File: src/rtl/mult4_seq_ctrl.sv
// Control FSM for the shift-and-add multiplier: sequences load, conditional add
// and shift strobes per multiplier bit, with a start/done handshake.
module mult4_seq_ctrl #(
    parameter int N  = 4,
    parameter int CW = 3
) (
    input  logic          clk,
    input  logic          rst_n,
    input  logic          start,
    input  logic          q0,
    output logic          load,
    output logic          add_en,
    output logic          shift,
    output logic          busy,
    output logic          done,
    output logic [CW-1:0] cnt
);

    localparam logic [2:0] S_IDLE  = 3'd0;
    localparam logic [2:0] S_LOAD  = 3'd1;
    localparam logic [2:0] S_TEST  = 3'd2;
    localparam logic [2:0] S_ADD   = 3'd3;
    localparam logic [2:0] S_SHIFT = 3'd4;
    localparam logic [2:0] S_DONE  = 3'd5;

    localparam logic [CW-1:0] LAST_ITER = CW'(N - 1);

    logic [2:0] state;
    logic [2:0] state_nxt;

    always_ff @(posedge clk or negedge rst_n) begin
        if (!rst_n) begin
            state <= S_IDLE;
        end else begin
            state <= state_nxt;
        end
    end

    // Encodings 6 and 7 fall through to IDLE so a corrupted state self-recovers.
    always_comb begin
        state_nxt = S_IDLE;
        case (state)
            S_IDLE:  state_nxt = start ? S_LOAD : S_IDLE;
            S_LOAD:  state_nxt = S_TEST;
            S_TEST:  state_nxt = q0 ? S_ADD : S_SHIFT;
            S_ADD:   state_nxt = S_SHIFT;
            S_SHIFT: state_nxt = (cnt == LAST_ITER) ? S_DONE : S_TEST;
            S_DONE:  state_nxt = S_IDLE;
            default: state_nxt = S_IDLE;
        endcase
    end

    // cnt keeps its final value after DONE until the next LOAD clears it.
    always_ff @(posedge clk or negedge rst_n) begin
        if (!rst_n) begin
            cnt <= '0;
        end else if (state == S_LOAD) begin
            cnt <= '0;
        end else if (state == S_SHIFT) begin
            cnt <= cnt + CW'(1);
        end
    end

    assign load   = (state == S_LOAD);
    assign add_en = (state == S_ADD);
    assign shift  = (state == S_SHIFT);
    assign done   = (state == S_DONE);
    assign busy   = (state == S_LOAD) || (state == S_TEST) ||
                    (state == S_ADD)  || (state == S_SHIFT);

endmodule

File: config.mk
export PLATFORM = sky130hd
export DESIGN_NAME = mult4_seq_ctrl
export DESIGN_NICKNAME = d
export VERILOG_FILES = /design/src/rtl/mult4_seq_ctrl.sv
export SDC_FILE = /design/constraint.sdc
export NUM_CORES = 1
export LEC_CHECK = 0
export BUFFER_PORTS_ARGS = -buffer_cell sky130_fd_sc_hd__buf_2
export CAP_MARGIN = 5
export CORE_AREA = 2 2 39 41
export CTS_CLUSTER_SIZE = 8
export DETAILED_ROUTE_END_ITERATION = 8
export DIE_AREA = 0 0 41 43
export PLACE_DENSITY = 0.46
export SYNTH_ARGS = -nofsm -noshare
export SYNTH_HDL_FRONTEND = slang
export SYNTH_SLANG_ARGS = --single-unit
export TNS_END_PERCENT = 1
File: constraint.sdc
create_clock -name clk -period 2.1 [get_ports clk]
set_input_delay 0.105 -clock clk [delete_from_list [all_inputs] [get_ports clk]]
set_output_delay 0.105 -clock clk [all_outputs]
set_load 0.05 [all_outputs]
---- After elaboration in Yosys (flattened, before gate mapping) ----
Index checks and enable logic that the tools add are counted.
storage, ports and cells
  logic and storage cells ................. 20
  output and inout bits ................... 8
  flip-flop bits (word level) ............. 6
operators by class
  reductions and logical operators ........ 5
  mux-type cells .......................... 6
  equality and inequality tests ........... 6
  add/sub/neg operators ................... 1
operators with widths
  cell                 count
  $pmux 3 s5           1
  $mux 3               4
  $eq 3x2->1 const B   3
  $eq 3x3->1 const B   2
  $add 3x1->3 const B  1
  $eq 3x1->1 const B   1
  $logic_not 3->1      1
  $logic_or 1x1->1     3
  $reduce_bool 2->1    1
  $mux 1               1

---- Logic depth before layout (Yosys ltp) ----
  depth in word-level cells ............... 4
  mapped depth ............................ 4

---- Worst setup path after synthesis ----
No wires, ideal clock.
  path type ............................... reg2reg
  start point ............................. register state[0]
  end point ............................... register state[1]
  buffers on the path ..................... 1
  data required time ...................... 2.030 ns
  data arrival time ....................... 1.888 ns
  cell stages (with the launch flop) ...... 5
  library setup time ...................... 0.070 ns
  setup slack ............................. 0.142 ns
  path through ............................ dfrtp_1 > buf_2 > inv_1 > nor3_1 > or3_1
between the ends
  longest elaborated chain between the ends .. 2
RTL lines
  item                    line  RTL
  from (decl)             28    logic [2:0] state;
  from (signal assigned)  35    state <= state_nxt;
  $eq 3x1->1              --
  named net load          11    output logic load,
  $pmux 3 s5              42    case (state)
  named net state_nxt[1]  29    logic [2:0] state_nxt;
The timed path passes the listed nets, and every way through them passes these cells.
A chain may end at the register's enable or synchronous reset.

---- Worst setup path in the final report ----
  start point ............................. register state[0]
  end point ............................... output port load
between the ends
  longest elaborated chain between the ends .. 1
RTL lines
  item        line  RTL
  $eq 3x1->1  64    assign load = (state == S_LOAD);
  to (decl)   11
Every way passes these cells.

==> results.toml <==
[outcome]
status = "finished, final reports clean"

[timing]
setup-violations-final = 0
post-route-period-util_pct = 74.28
drv_slew = 0
max_slew.worst_pin.slew_ns = 0.3363
clock_skew_ns = 0.005328
period_minus_slack_ns = 1.560
grt_setup_unrepaired = "no"
hold_viol = 0
max_slew_margin_pct = 77.58
timing.hold.ws_ns = 0.1486
fmax_mhz = 641.0
setup_tns_ns = 0

[critical_path]
worstPathArrival_ns = 1.45
reg2reg_to = "cnt[2]"
path_class = "flip-flop to output port"
path_buf_inv = 2
timing.rr.start = "cnt[0]"
crit_required_ns = 2.00
startpoint_type = "flip-flop"
cp_num_cells = 3
cp_slowest_cell = "dfrtp_1"
end_kind = "output port"
endpoint = "load"
path_cells = "inv_1, nor3_1, buf_2"
cp_top_family = "flip-flops"
cpPeakStageDelay_ns = 0.49
reg2reg_slack_ns = 0.79
startpoint = "state[0]"
r2r_cells = 4
path_max_fanout = 9

[global_routing]
track_usage_pct = 11.88
grt_antenna_before_repair = 0
grt_remaining_overflow = 0
grt_pass1_vias = 313
grt_pass1_wl_um = 1317
grt_max_degree = 13

[yosys]
synth_nets = 46
syn_area_um2 = 366.6
ys_seq_area_share_pct = 40.96
yosysTopAreaCell = "dfrtp_1"
synthArstFlopShare_pct = 100.0
synth_top_area_share_pct = 40.96
synth_cell_types = 21
synth_warnings = 0
ys_seq_elements = 6
synth_cells = 40
yosys.cell_count.top_type = "dfrtp_1"
synth_area_leaders = "dfrtp_1 (41%), ha_1 (6.8%), nand2_1 (5.1%)"
synth_ff_type = "dfrtp_1"
synthTopCellsByCount = "dfrtp_1 (6), nand2_1 (5), inv_1 (3), nor2_1 (3)"
synth-edff-count = 0
synth_area_per_cell_um2 = 9.165

[floorplanning]
dieArea_mm2 = 0.001763
fp.dieH_um = 43
floorplan.initialDensity_pct = 26.49
row_count = 14
coreArea_mm2 = 0.001384
pin_count = 12
die_w_um = 41

[detailed_routing]
wl_met2_um = 341
final_antenna_net_count = 0
drtPass1Iterations = 2
drc = 0
wl_met3_um = 40
drt-met1-wl_um = 429
wl_per_cell_um = 12.26
dr.first_iter.drc_count = 2
highest_layer = "met4"
vias = 331
drt-total-wl_um = 846
routed_via_density = 4.797

[final_layout]
drive_gt1_share_pct = 32.08
antennaDiodeCount = 0
nets = 61
fill_cells = 154
areaGrowthSynthToFinish_pct = 26.62
fin_cells = 69

[clock_tree]
cts_tree = "yes"
clock_path_buffers = 2
cts.sinks = 6
cts_buffers = 3
htreeDepth = 1
root_buffer = "clkbuf_4"
path_clk_slew_ns = 0.05
worstSkewPairLatency_ns = 0.25

[placement]
place_congestion = 0.7116
placedCellCount = 65
io_buffers = 11

[min_path]
hold_depth = 3
hp-class = "input pin to flip-flop"

[run]
cap_violations = 0
placed cells by master (no fill, tap or decap):
cell type      count
a211oi_1           2
a21o_2             1
a22o_1             1
a22o_2             1
and2_1             1
and2_2             1
and3_1             1
buf_2             11
clkbuf_4           3
dfrtp_1            6
dlygate4sd3_1      1
ha_1               2
inv_1              3
nand2_1            5
nand2b_1           2
nor2_1             3
nor2b_1            2
nor3_1             1
nor4b_1            1
o22ai_1            1
o311ai_0           2
or3_1              1
xnor2_1            1
logic make-up after synthesis:
family	after synthesis	share of synthesized area (%)
XOR/XNOR	1	2.390
adder cells (fa/ha/maj)	2	6.825
buffers and inverters	5	5.802
AO/OA/AOI/OAI	8	18.09
AND/OR/NAND/NOR	18	25.94
flip-flops	6	40.95
what timing repair did:
action / 4_1_cts / 5_1_grt
gates resized for setup: 0 / 0
hold buffers: 1 / 0
hold endpoints to repair: 6 / 0
setup buffers: 0 / 0
worst min path at each step:
| stage | start | end | slack [ns] |
|---|---|---|---|
| global placement | rst_n | cnt[1] | -0.06 |
| finish | q0 | state[0] | 0.15 |
| floorplan | rst_n | cnt[0] | -0.19 |
| CTS | q0 | state[0] | 0.14 |
| global route | q0 | state[0] | 0.16 |
| detailed placement | rst_n | cnt[1] | -0.06 |
layer usage:
metal,track usage (%),vias to the layer above
li1,-,168
met1,15.58,147
met2,15.31,12
met3,1.571,4
met4,12.00,0
met5,0,-
tightest hold or removal path, delay by kind of cell:
kind            cells  cell delay (ns)
buf+inv             1             0.12
compound gates      1             0.07
simple gates        1             0.06
flip-flops by register name, summed over array words and instances, names as in the netlist:
signal and cells:
cnt 3, state 3
layout make-up:
type / count / area (µm²) / area share, %
multi-input combinational: 29 / 195.2 / 42.05
sequential: 6 / 150.1 / 32.35
timing repair buffer: 12 / 65.06 / 14.02
clock buffer: 3 / 22.52 / 4.852
tap: 16 / 20.02 / 4.313
inverter: 3 / 11.26 / 2.426
per-stage QoR:
stage	util, %	area (µm²)	setup slack (ns)
3_3_place_gp	31.19	431.7	0.7729
2_1_floorplan	-	366.6	0.1419
5_1_grt	33.54	464.2	0.4176
6_report	33.54	464.2	0.5400
4_1_cts	33.54	464.2	0.5010
3_5_place_dp	31.19	431.7	0.7711
Power is left out: the tool's default activity adds up to more than one toggle a clock period on the data nets, which glitch-free logic cannot reach.
